`src/rtl/dcmac_rx_merge.sv`:
```
// dcmac_rx_merge: rotating 4-segment DCMAC RX reassembly into one 128-bit packet stream.
// Define DCMAC_RX_MERGE_STATS_EN to build the pkt/err/drop counters; otherwise they read 0.
module dcmac_rx_merge (
   input  logic         clk,
   input  logic         reset,
   input  logic [127:0] s0_tdata,
   input  logic [15:0]  s0_tkeep,
   input  logic [1:0]   s0_tuser,
   input  logic         s0_tlast,
   input  logic         s0_tvalid,
   output logic         s0_tready,
   input  logic [127:0] s1_tdata,
   input  logic [15:0]  s1_tkeep,
   input  logic [1:0]   s1_tuser,
   input  logic         s1_tlast,
   input  logic         s1_tvalid,
   output logic         s1_tready,
   input  logic [127:0] s2_tdata,
   input  logic [15:0]  s2_tkeep,
   input  logic [1:0]   s2_tuser,
   input  logic         s2_tlast,
   input  logic         s2_tvalid,
   output logic         s2_tready,
   input  logic [127:0] s3_tdata,
   input  logic [15:0]  s3_tkeep,
   input  logic [1:0]   s3_tuser,
   input  logic         s3_tlast,
   input  logic         s3_tvalid,
   output logic         s3_tready,
   output logic [127:0] m_axis_tdata,
   output logic [15:0]  m_axis_tkeep,
   output logic         m_axis_tuser,
   output logic         m_axis_tlast,
   output logic         m_axis_tvalid,
   input  logic         m_axis_tready,
   output logic [31:0]  pkt_count,
   output logic [31:0]  err_count,
   output logic [31:0]  drop_count
);

   typedef enum logic {IDLE, PKT} state_t;

   state_t       state_q, state_d;
   logic [1:0]   ptr_q, ptr_d;
   logic         acc_q, acc_d;
   logic         h_vld_q, h_vld_d;
   logic         h_last_q, h_last_d;
   logic         h_user_q, h_user_d;
   logic [127:0] h_data_q, h_data_d;
   logic [15:0]  h_keep_q, h_keep_d;
   logic         m_vld_q, m_vld_d;
   logic         m_last_q, m_last_d;
   logic         m_user_q, m_user_d;
   logic [127:0] m_data_q, m_data_d;
   logic [15:0]  m_keep_q, m_keep_d;

   logic [127:0] cur_data;
   logic [15:0]  cur_keep;
   logic [1:0]   cur_user;
   logic         cur_last, cur_vld;
   logic         sop, err, e_new;
   logic         m_free, drop, h2m, rdy, pop, take, trunc;

   always_comb begin
      cur_data = s0_tdata;
      cur_keep = s0_tkeep;
      cur_user = s0_tuser;
      cur_last = s0_tlast;
      cur_vld  = s0_tvalid;
      unique case (ptr_q)
         2'd0: ;
         2'd1: begin
            cur_data = s1_tdata;
            cur_keep = s1_tkeep;
            cur_user = s1_tuser;
            cur_last = s1_tlast;
            cur_vld  = s1_tvalid;
         end
         2'd2: begin
            cur_data = s2_tdata;
            cur_keep = s2_tkeep;
            cur_user = s2_tuser;
            cur_last = s2_tlast;
            cur_vld  = s2_tvalid;
         end
         2'd3: begin
            cur_data = s3_tdata;
            cur_keep = s3_tkeep;
            cur_user = s3_tuser;
            cur_last = s3_tlast;
            cur_vld  = s3_tvalid;
         end
      endcase
   end

   // H advances only when it is closed by tlast or a successor beat is arriving
   always_comb begin
      sop    = cur_user[1];
      err    = cur_user[0];
      m_free = !m_vld_q || m_axis_tready;
      drop   = (state_q == IDLE) && !sop;
      h2m    = !reset && h_vld_q && m_free &&
               (h_last_q || (cur_vld && !drop));
      rdy    = !reset && (drop || !h_vld_q || h2m);
      pop    = cur_vld && rdy;
      take   = pop && !drop;
      trunc  = take && (state_q == PKT) && sop;
      e_new  = sop ? err : (acc_q | err);
   end

   assign s0_tready = rdy && (ptr_q == 2'd0);
   assign s1_tready = rdy && (ptr_q == 2'd1);
   assign s2_tready = rdy && (ptr_q == 2'd2);
   assign s3_tready = rdy && (ptr_q == 2'd3);

   always_comb begin
      state_d  = state_q;
      ptr_d    = ptr_q;
      acc_d    = acc_q;
      h_vld_d  = h_vld_q;
      h_last_d = h_last_q;
      h_user_d = h_user_q;
      h_data_d = h_data_q;
      h_keep_d = h_keep_q;
      m_vld_d  = m_vld_q;
      m_last_d = m_last_q;
      m_user_d = m_user_q;
      m_data_d = m_data_q;
      m_keep_d = m_keep_q;
      if (pop) ptr_d = ptr_q + 2'd1;
      if (h2m) begin
         m_vld_d  = 1'b1;
         m_data_d = h_data_q;
         m_keep_d = h_keep_q;
         m_last_d = h_last_q | trunc;
         m_user_d = h_user_q | trunc;
      end else if (m_vld_q && m_axis_tready) begin
         m_vld_d = 1'b0;
      end
      if (take) begin
         h_vld_d  = 1'b1;
         h_data_d = cur_data;
         h_keep_d = cur_keep;
         h_last_d = cur_last;
         h_user_d = cur_last & e_new;
         acc_d    = e_new;
         state_d  = cur_last ? IDLE : PKT;
      end else if (h2m) begin
         h_vld_d = 1'b0;
      end
   end

   always_ff @(posedge clk) begin
      if (reset) begin
         state_q  <= IDLE;
         ptr_q    <= 2'd0;
         acc_q    <= 1'b0;
         h_vld_q  <= 1'b0;
         h_last_q <= 1'b0;
         h_user_q <= 1'b0;
         h_data_q <= '0;
         h_keep_q <= '0;
         m_vld_q  <= 1'b0;
         m_last_q <= 1'b0;
         m_user_q <= 1'b0;
         m_data_q <= '0;
         m_keep_q <= '0;
      end else begin
         state_q  <= state_d;
         ptr_q    <= ptr_d;
         acc_q    <= acc_d;
         h_vld_q  <= h_vld_d;
         h_last_q <= h_last_d;
         h_user_q <= h_user_d;
         h_data_q <= h_data_d;
         h_keep_q <= h_keep_d;
         m_vld_q  <= m_vld_d;
         m_last_q <= m_last_d;
         m_user_q <= m_user_d;
         m_data_q <= m_data_d;
         m_keep_q <= m_keep_d;
      end
   end

   assign m_axis_tdata  = m_data_q;
   assign m_axis_tkeep  = m_keep_q;
   assign m_axis_tuser  = m_user_q;
   assign m_axis_tlast  = m_last_q;
   assign m_axis_tvalid = m_vld_q;

`ifdef DCMAC_RX_MERGE_STATS_EN
   logic [31:0] pkt_q, err_q, drop_q;
   logic        eop_fire;

   assign eop_fire = m_vld_q && m_axis_tready && m_last_q;

   always_ff @(posedge clk) begin
      if (reset) begin
         pkt_q  <= '0;
         err_q  <= '0;
         drop_q <= '0;
      end else begin
         if (eop_fire && (pkt_q != '1)) pkt_q <= pkt_q + 32'd1;
         if (eop_fire && m_user_q && (err_q != '1)) err_q <= err_q + 32'd1;
         if (pop && drop && (drop_q != '1)) drop_q <= drop_q + 32'd1;
      end
   end

   assign pkt_count  = pkt_q;
   assign err_count  = err_q;
   assign drop_count = drop_q;
`else
   assign pkt_count  = 32'd0;
   assign err_count  = 32'd0;
   assign drop_count = 32'd0;
`endif

endmodule

```
`config.mk`:
```
export PLATFORM = sky130hd
export DESIGN_NAME = dcmac_rx_merge
export DESIGN_NICKNAME = d
export VERILOG_FILES = /design/src/rtl/dcmac_rx_merge.sv
export SDC_FILE = /design/constraint.sdc
export NUM_CORES = 1
export LEC_CHECK = 0
export CAP_MARGIN = 20
export CORE_AREA = 2 2 329 331
export CTS_BUF_LIST = sky130_fd_sc_hd__clkbuf_2 sky130_fd_sc_hd__clkbuf_4 sky130_fd_sc_hd__clkbuf_8
export DETAILED_ROUTE_END_ITERATION = 12
export DIE_AREA = 0 0 331 333
export SYNTH_ARGS = -nofsm -noshare
export SYNTH_HDL_FRONTEND = slang
export SYNTH_SLANG_ARGS = --single-unit
```
`constraint.sdc`:
```
create_clock -name clk -period 4.15 [get_ports clk]
set_clock_uncertainty 0.2 [all_clocks]
set_input_delay 0.415 -clock clk [delete_from_list [all_inputs] [get_ports clk]]
set_output_delay 0.415 -clock clk [all_outputs]
set_load 0.02 [all_outputs]
```
==> flow_summary.yaml, run 1 <==
finish:
  area_growth_pct: 60.68
  drive_gt1_frac: 0.06905
  final_common_cell: "clkdlybuf4s50_1"
  utilization: 0.2421
  layout_common_cells: "740 x clkdlybuf4s50_1, 298 x dfxtp_1, 150 x nand2_1"
  instances_no_fill: 3920
  finalNetCount: 3051
clock_tree:
  root_buffer: "clkbuf_8"
  insertion_delay_ps: 690
  htree_levels: 2
  clock_sinks: 298
  cts_buffers: 57
  path_clk_slew_ps: 60
  cts_tree: "built"
  clk_path_buf_depth: 3
floorplanning:
  core_area_sq_um: 106600
  fp.dieW_um: 331
  die_area_sq_um: 110200
  initial_core_util: 0.1506
  dieHeight_um: 333
  ios: 842
  fp-row-count: 120
setup_path:
  crit_top_cell: "buf_4"
  rr_startpoint: "ptr_q[0]"
  crit_path_max_incr_delay_ps: 570
  r2r_slack_ps: 640
  setup.worst_path.start_class: "flip-flop"
  r2r_end: "h_data_q[14]"
  cp_cell_sequence: "ha_4, a222oi_1, mux2i_4, o21ai_0, buf_4, a311oi_2, buf_4"
  cp_slowest_cell: "ha_4"
  end_kind: "output port"
  crit_type: "reg2out"
  worstPathArrival_ps: 3380
  reg2reg_depth: 7
  cp.required_ps: 3530
  path_max_fanout: 42
min_path:
  whs_endpoint: "h_data_q[126]"
  hp-class: "in2reg"
  hp-start: "s0_tdata[126]"
  hold_depth: 5
route:
  via_per_inst: 4.648
  drt-total-wl_um: 104300
  drt-initial-drc-count: 2160
  wl_per_cell_um: 26.61
  num_vias: 18220
  drcViolationCount: 0
  antenna_left: 0
  drt_first_pass_iters: 10
power:
  ir_worst_vdd_mv: 0.9017
  clkPwrFrac: 0.243
  p_per_area_nw_per_um2: 505.7
  sw_frac_of_total: 0.4670
  internal_power_mw: 6.954
  power_switching_mw: 6.094
  leakagePower_nw: 9.271
  seq_power_share: 0.257
  combPwrFrac: 0.500
logic_synthesis:
  synth_edf_count: 0
  syn_area_sq_um: 16060
  netlist_instances: 1845
  ys_ff_latch: 298
  yosys_warnings: 0
  synth_cell_type_count: 41
  ys.flop_type: "dfxtp_1"
  syn_area_per_cell_sq_um: 8.704
  async_flop_share: 0
  yosysSeqAreaShare: 0.3715
status:
  outcome: "finished clean"
global_route:
  grt_overflow: 0
  grt_pass1_vias: 17155
  grt_start_max_net_pins: 156
  antenna_found_initial: 95
  grt_pass1_wl_um: 138200
  track_usage: 0.1771
timing:
  fmax_mhz: 250.4
  finalCritPeriodShare: 0.9623
  tightest_slew_ps: 1128
  setup_tns_ps: 0
  maxSlewHeadroom: 0.2481
  layout_setup_ws_ps: 156.7
  rsz0062_at_grt: "no"
  setup_viol: 0
  slew_viol_final: 0
  finalHoldViolations: 0
  period_minus_slack_ps: 3993
placed_design:
  dp_slack_ps: 513.6
  place_congestion: 0.8547
  dpl.cell_count: 3793
  port_buffers: 745
  dp.final_hpwl_um: 78860
run:
  drv_cap: 0
==> repair_timing <==
| item | in CTS | in global routing |
|---|---|---|
| hold buffers | 1 | 0 |
| gates resized for setup | 2 | 0 |
| endpoints found under the setup margin | 4 | 0 |
| endpoints found under the hold margin | 32 | 0 |
| buffers inserted | 1 | 0 |
==> cells by family after synthesis <==
group	count (synthesis)	synth area share
other cells	1	0.0002335
flops	298	0.3715
fa+ha+maj	5	0.003896
simple gates	454	0.1530
compound gates	605	0.2610
mux	150	0.1049
buf+inv	332	0.1055
==> worst max-delay path by stage <==
stage	start	end	slack, ps	depth (start not counted)
floorplan	ptr_q[0]	s0_tready	1360	8
global placement	ptr_q[0]	s0_tready	460	8
detailed placement	ptr_q[0]	s0_tready	510	8
CTS	ptr_q[0]	s0_tready	120	8
global route	ptr_q[0]	s0_tready	20	8
finish	ptr_q[0]	s1_tready	160	7
==> synthesized netlist by cell type, types with 26 or more instances <==
| cell type | number | share of area |
|---|---|---|
| buf_4 | 109 | 0.051 |
| a21oi_1 | 147 | 0.046 |
| dfxtp_1 | 298 | 0.37 |
| nand2_1 | 150 | 0.035 |
| mux2_2 | 26 | 0.018 |
| buf_1 | 28 | 0.0065 |
| o21ai_0 | 147 | 0.046 |
| nand4_1 | 145 | 0.056 |
| mux2_1 | 120 | 0.084 |
| nor2b_1 | 146 | 0.057 |
| clkbuf_1 | 160 | 0.037 |
| o31ai_1 | 145 | 0.068 |
| a222oi_1 | 147 | 0.092 |
==> sequential cells by signal, indices dropped and copies added, names as in the netlist <==
signal and cells:
m_axis_tdata 128, h_last_q 1, h_data_q 128, h_vld_q 1, state_q 1, m_axis_tlast 1, ptr_q 2, h_user_q 1
m_axis_tkeep 16, m_axis_tvalid 1, acc_q 1, h_keep_q 16, m_axis_tuser 1
==> power by group through the flow <==
stage          registers [mW]  logic [mW]  clock network [mW]
6_report                 3.35        6.53                3.17
5_1_grt                  3.39        6.96                3.39
4_1_cts                  3.35        6.50                3.27
3_5_place_dp             3.41        6.41                   0
3_3_place_gp             3.40        6.39                   0
2_1_floorplan            3.37        3.83                   0
==> critical path: cells and delay by family (launching register included) <==
kind                     cells  cell delay, ps
multiplexers                 1             260
AO/OA/AOI/OAI                3             950
buffers and inverters        2             400
flip-flops                   1             460
adder cells (fa/ha/maj)      1             570
==> per-layer routing <==
layer / vias to the layer above / global-route usage / share of wire
met5: - / 0 / 0.0049
met4: 80 / 0.04696 / 0.025
met3: 232 / 0.07789 / 0.11
met2: 1017 / 0.2771 / 0.44
met1: 8788 / 0.2195 / 0.42
li1: 8103 / - / -
==> per-stage QoR <==
stage                     hold WS (ps)  cell area [sq um]  total power, mW
after global routing             224.0              25760            13.74
after detailed placement         249.7              24480            9.817
after global placement           239.4              24480            9.788
after floorplan                  234.3              16420            7.203
after CTS                        163.5              25740            13.13
final                            239.1              25800            13.05
==> layout make-up <==
class,count,area [sq um]
tap,1403,1755
clock buffer,88,1092
clock inverter,11,117.6
multi-input combinational,1310,8886
timing repair buffer,775,7888
inverter,9,33.78
fill,11618,80800
antenna,26,65.06
sequential,298,5966
No activity file was read; power rests on OpenSTA's default activity.
==> run 2: changes to the inputs <==
--- a/config.mk
+++ b/config.mk
@@ -13,3 +13,4 @@
 export SYNTH_ARGS = -nofsm -noshare
 export SYNTH_HDL_FRONTEND = slang
 export SYNTH_SLANG_ARGS = --single-unit
+export TNS_END_PERCENT = 50
==> results of run 2 <==
Final layout, timing and power as in run 1 (identical DEF).
